--- config.mk ---
export PLATFORM = sky130hd
export DESIGN_NAME = fifo_rptr_empty_flat
export DESIGN_NICKNAME = d
export VERILOG_FILES = /design/src/rtl/fifo_rptr_empty_if.sv /design/src/rtl/fifo_rptr_empty.sv /design/src/flat_wrapper.sv
export SDC_FILE = /design/constraint.sdc
export NUM_CORES = 1
export LEC_CHECK = 0
export ABC_CLOCK_PERIOD_IN_PS = 3300
export CORE_MARGIN = 2
export CORE_UTILIZATION = 44
export DETAILED_ROUTE_END_ITERATION = 10
export GPL_ROUTABILITY_DRIVEN = 0
export GPL_TIMING_DRIVEN = 0
export HOLD_SLACK_MARGIN = 0.03
export PLACE_DENSITY = 0.76
export REMOVE_ABC_BUFFERS = 1
export SLEW_MARGIN = 25
export SYNTH_ARGS = -nofsm -noshare
export SYNTH_HDL_FRONTEND = slang
export SYNTH_SLANG_ARGS = --single-unit
--- constraint.sdc ---
create_clock -name r_clk -period 3.3 [get_ports r_clk]
set_clock_uncertainty 0.2 [all_clocks]
set_input_delay 0.495 -clock r_clk [delete_from_list [all_inputs] [get_ports r_clk]]
set_output_delay 0.495 -clock r_clk [all_outputs]
set_load 0.005 [all_outputs]
--- src/rtl/fifo_rptr_empty_if.sv ---
// Read-side bundle of the async FIFO: consumer request, synchronized write
// pointer in, read address / Gray read pointer / status flags out.
interface fifo_rptr_empty_if #(
  parameter int DEPTH = 8
);
  localparam int ADDR_W = $clog2(DEPTH);
  localparam int PTR_W  = ADDR_W + 1;

  logic              r_en;
  logic [PTR_W-1:0]  rsync_ptr2;
  logic [ADDR_W-1:0] raddr;
  logic [PTR_W-1:0]  rptr;
  logic              empty;
  logic              almost_empty;
  logic [PTR_W-1:0]  r_level;
  logic              underflow;

  modport master (
    output r_en, rsync_ptr2,
    input  raddr, rptr, empty, almost_empty, r_level, underflow
  );

  modport slave (
    input  r_en, rsync_ptr2,
    output raddr, rptr, empty, almost_empty, r_level, underflow
  );
endinterface

--- src/rtl/fifo_rptr_empty.sv ---
// Async FIFO read-pointer stage: binary/Gray read pointers, registered empty,
// almost-empty, occupancy level and underflow pulse in the r_clk domain.
module fifo_rptr_empty #(
  parameter int DEPTH     = 8,
  parameter int AE_THRESH = 1
) (
  input logic              r_clk,
  input logic              rst,
  fifo_rptr_empty_if.slave bus
);
  localparam int ADDR_W = $clog2(DEPTH);
  localparam int PTR_W  = ADDR_W + 1;
  localparam logic [PTR_W-1:0] AE_LIMIT = PTR_W'(AE_THRESH);

  logic [PTR_W-1:0] rbin;
  logic [PTR_W-1:0] rptr_q;
  logic [PTR_W-1:0] level_q;
  logic             empty_q;
  logic             ae_q;
  logic             underflow_q;

  logic             rinc;
  logic [PTR_W-1:0] rbin_next;
  logic [PTR_W-1:0] rgray_next;
  logic [PTR_W-1:0] wbin_s;
  logic [PTR_W-1:0] level_next;

  // NOTE: every variable gets a full default at the top of always_comb so no
  // path leaves it unassigned and no latch is inferred.
  always_comb begin
    rinc       = bus.r_en & ~empty_q;
    rbin_next  = rbin + PTR_W'(rinc);
    rgray_next = (rbin_next >> 1) ^ rbin_next;

    // Gray-to-binary: each bit is the XOR of all Gray bits at or above it.
    wbin_s = bus.rsync_ptr2;
    for (int i = PTR_W - 2; i >= 0; i--) begin
      wbin_s[i] = wbin_s[i+1] ^ bus.rsync_ptr2[i];
    end

    level_next = wbin_s - rbin_next;
  end

  // NOTE: registered state uses non-blocking assignments so every flop
  // samples the pre-edge values, independent of statement order.
  always_ff @(posedge r_clk) begin
    if (rst) begin
      rbin        <= '0;
      rptr_q      <= '0;
      empty_q     <= 1'b1;
      ae_q        <= 1'b1;
      level_q     <= '0;
      underflow_q <= 1'b0;
    end else begin
      rbin        <= rbin_next;
      rptr_q      <= rgray_next;
      empty_q     <= (rgray_next == bus.rsync_ptr2);
      ae_q        <= (level_next <= AE_LIMIT);
      level_q     <= level_next;
      underflow_q <= bus.r_en & empty_q;
    end
  end

  assign bus.raddr        = rbin[ADDR_W-1:0];
  assign bus.rptr         = rptr_q;
  assign bus.empty        = empty_q;
  assign bus.almost_empty = ae_q;
  assign bus.r_level      = level_q;
  assign bus.underflow    = underflow_q;
endmodule

--- src/flat_wrapper.sv ---
// flat-port wrapper written by rule: the top's interface ports become plain ports
module fifo_rptr_empty_flat 
#(
  parameter int DEPTH     = 8,
  parameter int AE_THRESH = 1
)
  (r_clk, rst, bus_r_en, bus_rsync_ptr2, bus_raddr, bus_rptr, bus_empty, bus_almost_empty, bus_r_level, bus_underflow);
  fifo_rptr_empty_if #(.DEPTH(DEPTH)) bus_i ();
  input logic r_clk;
  input logic rst;
  input wire logic [$bits(bus_i.r_en)-1:0] bus_r_en;
  input wire logic [$bits(bus_i.rsync_ptr2)-1:0] bus_rsync_ptr2;
  output wire logic [$bits(bus_i.raddr)-1:0] bus_raddr;
  output wire logic [$bits(bus_i.rptr)-1:0] bus_rptr;
  output wire logic [$bits(bus_i.empty)-1:0] bus_empty;
  output wire logic [$bits(bus_i.almost_empty)-1:0] bus_almost_empty;
  output wire logic [$bits(bus_i.r_level)-1:0] bus_r_level;
  output wire logic [$bits(bus_i.underflow)-1:0] bus_underflow;
  assign bus_i.r_en = bus_r_en;
  assign bus_i.rsync_ptr2 = bus_rsync_ptr2;
  assign bus_raddr = bus_i.raddr;
  assign bus_rptr = bus_i.rptr;
  assign bus_empty = bus_i.empty;
  assign bus_almost_empty = bus_i.almost_empty;
  assign bus_r_level = bus_i.r_level;
  assign bus_underflow = bus_i.underflow;
  fifo_rptr_empty #(.DEPTH(DEPTH), .AE_THRESH(AE_THRESH)) u_core (.r_clk(r_clk), .rst(rst), .bus(bus_i));
endmodule
==> reports/results.txt, run 1 <==
synthesis-to-finish area growth - 35.9%
CP Launch Type - input pin
share of cells above drive strength 1 - 0.136
synthesized flop and latch total - 14
vias per inst - 4.87
most used cell, CP - ha_1
final setup TNS - 0 ns
Max Cap Viol - 0
worst min path class - reg2reg
die width - 43.7 um
Post-CTS Setup Repair Bufs - 0
relative slew slack - 0.663
max-slew violation count - 0
# DRC - 0
final WL - 1180 um
Top-Level Pins - 21
first-pass GRT wire length - 2030 um
initial antenna violation count - 0
Yosys warnings - 0
# port buffers - 20
worst-case hold slack - 0.256 ns
Die Y-Extent - 43.7 um
nets - 101
largest net degree at the start of global routing - 15
cells along the critical path - clkdlybuf4s50_1 > nor2b_1 > ha_1 > ha_1 > xnor2_1 > ha_1 > a21bo_2 > o221ai_2 > xnor2_1 > a31o_1
initial core utilization - 0.466
P_leak - 0.000399 uW
CP max stage delay - 0.41 ns
TritonCTS Buffers - 3
arrival time worst endpoint - 2.90 ns
CTS root buf - clkbuf_4
RSZ-0062 raised after global routing - false
clk buf depth - 2
Synth cell types - 22
drt initial violations - 2
ANT cells - 0
Die Area - 0.00191 mm2
CTS Hold Bufs - 0
CP max FO - 5
Slowest cell on crit path - clkdlybuf4s50_1
post-synthesis cell count - 66
clock-pin slew on the worst setup and hold paths - 0.08 ns
vias in the first global route - 484
via count - 506
Peak Freq - 0.342 GHz
most frequent cells in the layout - clkdlybuf4s50_1, dfxtp_1, nor2_1, xnor2_1, xor2_1
CP endpoint kind - flip-flop
drt wl/cell - 11.3 um
outcome - finished, final reports clean
pwr dens - 455 mW/mm2
Slew @ Worst Pin - 0.504 ns
Routed Antenna Nets - 0
Period minus WS final - 2.92 ns
Crit path required time - 3.27 ns
CTS tree - yes
Buf/Inv on CP - 1
area of the core - 0.00149 mm2
CP Class - in2reg
row count - 14
overall power - 429 uW
VDD IR max - 0.305 mV
Detailed Routing Iterations Pass 1 - 3
clk_lat worst skew - 0.27 ns
Placed Cells - 100
CTS H-Tree Depth - 1
Post-Layout Cell Count - 104
register area share after synthesis - 0.404
final hold violation count - 0
dpl hpwl - 900 um
# clock sinks - 14
delay-heaviest family, CP - adder cells
GRT Total Usage - 0.147
cts repair resizes - 0
Congestion Overflow GR - 0
setup violators final - 0
commonest non-fill, non-tap cell in the layout - clkdlybuf4s50_1
crit share post-route - 0.886
Synth Cell Area - 693 um2
Avg Cell Area, Syn - 10.5 um2
-- layout make-up --
class | count | area [um2]
flip-flops and latches | 14 | 280
fillers | 106 | 547
well taps | 16 | 20.0
repair buffers | 20 | 200
clock buffers | 4 | 36.3
multi-input cells | 47 | 394
inverters | 3 | 11.3
-- power by group --
part           internal (uW)  switching [uW]
Combinational           71.0            47.1
Sequential               185            5.02
Clock                   67.0            53.1
Total                    323             105
-- synthesized netlist by cell type (all sizes together) --
library cell,instances,share of area
inv,3,0.016
clkbuf,2,0.011
ha,5,0.090
nor2,8,0.043
mux2i,1,0.014
xor3,1,0.040
nor2b,4,0.036
or2,2,0.018
o221ai,1,0.022
nand3,1,0.0072
nand2,3,0.016
xor2,6,0.076
a21oi,1,0.0072
dfxtp,14,0.40
a21bo,1,0.014
xnor3,1,0.034
a21boi,1,0.011
a31o,2,0.025
xnor2,7,0.088
nand2b,1,0.0090
o21bai,1,0.016
-- cell families after synthesis --
logic type	Yosys count	synth area share
adder cells (fa/ha/maj)	5	0.0903
AO/OA/AOI/OAI	7	0.0957
AND/OR/NAND/NOR	19	0.130
buffers and inverters	5	0.0271
XOR/XNOR	15	0.238
multiplexers	1	0.0144
flip-flops	14	0.404
-- metrics by stage --
| stage | setup slack (ns) | instance area [um2] | util |
|---|---|---|---|
| floorplan | 0.704 | 686 | - |
| global placement | 0.0872 | 906 | 0.608 |
| detailed placement | 0.0884 | 906 | 0.608 |
| CTS | 0.370 | 942 | 0.633 |
| global route | 0.250 | 942 | 0.633 |
| finish | 0.376 | 942 | 0.633 |
-- state kept, by name (all words and copies together) (netlist names) --
| register | flops |
|---|---|
| u_core.bus.almost_empty | 1 |
| u_core.bus.underflow | 1 |
| u_core.rbin | 3 |
| u_core.bus.empty | 1 |
| u_core.bus.r_level | 4 |
| u_core.bus.rptr | 4 |
-- layer usage --
layer  track usage  vias to the layer above  share of wire
met5             0                        -              0
met4        0.0909                        0          0.014
met3        0.0458                        2          0.064
met2         0.221                       16           0.46
met1         0.182                      227           0.46
li1              -                      261              -
-- tightest hold or removal path: stages, from the launching register on --
cell,delay [ns]
dfxtp_1,0.33
nand2_1,0.06
nor2_1,0.03
-- worst paths after layout --
path | cells past startpoint | startpoint | endpoint | slack, ns
min | 2 | u_core.bus.empty | u_core.bus.underflow | 0.26
min reg2reg | 2 | u_core.bus.empty | u_core.bus.underflow | 0.26
max | 10 | bus_r_en | u_core.bus.almost_empty | 0.38
max reg2reg | 9 | u_core.bus.empty | u_core.bus.almost_empty | 0.74
(Power assumes the default switching activity.)
==> inputs of run 2 (changes only) <==
--- a/config.mk
+++ b/config.mk
@@ -6,7 +6,6 @@
 export NUM_CORES = 1
 export LEC_CHECK = 0
 export ABC_CLOCK_PERIOD_IN_PS = 3300
-export CORE_MARGIN = 2
 export CORE_UTILIZATION = 44
 export DETAILED_ROUTE_END_ITERATION = 10
 export GPL_ROUTABILITY_DRIVEN = 0
@@ -14,6 +13,7 @@
 export HOLD_SLACK_MARGIN = 0.03
 export PLACE_DENSITY = 0.76
 export REMOVE_ABC_BUFFERS = 1
+export SKIP_CTS_REPAIR_TIMING = 1
 export SLEW_MARGIN = 25
 export SYNTH_ARGS = -nofsm -noshare
 export SYNTH_HDL_FRONTEND = slang
==> reports/results.txt, run 2 (synthesis results as in run 1) <==
outcome - finished, final reports clean (unchanged)
met3 wire length - 56 um (was 75 um)
Switching Fraction - 0.247 (was 0.245)
RSZ-0062 raised after global routing - false (unchanged)
row count - 13 (was 14)
# DRC - 0 (unchanged)
placed inst area - 905 um2 (was 906 um2)
commonest non-fill, non-tap cell in the layout - clkdlybuf4s50_1 (unchanged)
max-slew violation count - 0 (unchanged)
first-pass GRT wire length - 2030 um (unchanged)
Max Cap Viol - 0 (unchanged)
fin area - 941 um2 (was 942 um2)
relative slew slack - 0.655 (was 0.663)
CTS root buf - clkbuf_4 (unchanged)
Seq pwr share - 0.445 (was 0.444)
P_leak - 0.000399 uW (unchanged)
worst min path class - reg2reg (unchanged)
clock share of power - 0.281 (was 0.280)
most frequent cells in the layout - clkdlybuf4s50_1, dfxtp_1, nor2_1, xnor2_1, xor2_1 (unchanged)
Crit path required time - 3.27 ns (about the same)
Int Power - 323 uW (about the same)
final setup TNS - 0 ns (unchanged)
ANT cells - 0 (unchanged)
Detailed Routing Iterations Pass 1 - 3 (unchanged)
top routing layer used - met4 (unchanged)
Die Y-Extent - 41.7 um (was 43.7 um)
CP Launch Type - input pin (unchanged)
vias in the first global route - 494 (was 484)
met2 WL - 558 um (was 541 um)
CP Class - in2reg (unchanged)
GRT Total Usage - 0.154 (was 0.147)
CTS H-Tree Depth - 1 (unchanged)
clk buf depth - 2 (unchanged)
share of cells above drive strength 1 - 0.136 (unchanged)
Routed Antenna Nets - 0 (unchanged)
Gate power share - 0.274 (was 0.276)
drt initial violations - 2 (unchanged)
arrival time worst endpoint - 2.92 ns (was 2.90 ns)
VDD IR max - 0.303 mV (was 0.305 mV)
clock-pin slew on the worst setup and hold paths - 0.08 ns (about the same)
largest net degree at the start of global routing - 15 (unchanged)
initial core utilization - 0.501 (was 0.466)
Period minus WS final - 2.95 ns (was 2.92 ns)
# clock sinks - 14 (unchanged)
WL met1 - 542 um (was 546 um)
Die Area - 0.00174 mm2 (was 0.00191 mm2)
synthesis-to-finish area growth - 35.7% (was 35.9%)
# port buffers - 20 (unchanged)
CP endpoint kind - flip-flop (unchanged)
Top-Level Pins - 21 (unchanged)
final WL - 1170 um (was 1180 um)
setup violators final - 0 (unchanged)
via count - 520 (was 506)
vias per inst - 5.05 (was 4.87)
Congestion Overflow GR - 0 (unchanged)
NetSw - 106 uW (was 105 uW)
drt wl/cell - 11.3 um (about the same)
crit share post-route - 0.894 (was 0.886)
die width - 41.7 um (was 43.7 um)
pwr dens - 456 mW/mm2 (was 455 mW/mm2)
clk_lat worst skew - 0.27 ns (about the same)
final hold violation count - 0 (unchanged)
area of the core - 0.00138 mm2 (was 0.00149 mm2)
Util after Layout - 0.681 (was 0.633)
Slew @ Worst Pin - 0.516 ns (was 0.504 ns)
Peak Freq - 0.339 GHz (was 0.342 GHz)
dpl hpwl - 875 um (was 900 um)
CTS tree - yes (unchanged)
CP max FO - 5 (unchanged)
initial antenna violation count - 0 (unchanged)
nets - 101 (unchanged)
TritonCTS Buffers - 3 (unchanged)
-- run 2: cell counts in the layout (fill, tap and decap cells not counted) --
Identical to the previous run, type by type.
-- run 2: final timing paths --
| check | slack, ns | cells past startpoint | to | start |
|---|---|---|---|---|
| max | 0.35 | 10 | u_core.bus.almost_empty | bus_r_en |
| min | 0.27 | 2 | u_core.bus.underflow | u_core.bus.empty |
| max reg2reg | 0.70 | 9 | u_core.bus.almost_empty | u_core.bus.empty |
| min reg2reg | 0.27 | 2 | u_core.bus.underflow | u_core.bus.empty |
-- run 2: stage by stage --
step / cells / power, uW / hold slack, ns / setup slack [ns]
floorplan: 64 / 261 / 0.246 / 0.704
global placement: 99 / 312 / 0.244 / 0.0803
detailed placement: 99 / 313 / 0.249 / 0.0521
CTS: 103 / 439 / 0.268 / 0.350
global route: 103 / 457 / 0.281 / 0.219
finish: 103 / 429 / 0.266 / 0.351
-- run 2: power by group through the flow --
stage	Combinational (uW)	Sequential (uW)	Clock (uW)
CTS	120	191	129
floorplan	64.0	197	0
detailed placement	119	195	0
global placement	117	194	0
finish	117	191	121
global route	133	193	131
-- run 2: cell type report --
type	instances	area, um2
repair buffers	20	200
clock buffers	4	36.3
flip-flops and latches	14	280
fillers	119	442
inverters	3	11.3
well taps	15	18.8
multi-input cells	47	394
-- run 2: layer usage --
| metal | GRT usage | vias to the layer above |
|---|---|---|
| met1 | 0.179 | 245 |
| met4 | 0.0968 | 0 |
| met2 | 0.250 | 14 |
| li1 | - | 259 |
| met3 | 0.0391 | 2 |
| met5 | 0 | - |
-- run 2: worst max-delay path, stage by stage --
cell,delay [ns]
clkdlybuf4s50_1,0.41
nor2b_1,0.14
ha_1,0.22
ha_1,0.23
xnor2_1,0.40
ha_1,0.35
a21bo_2,0.21
o221ai_2,0.10
xnor2_1,0.16
a31o_1,0.21
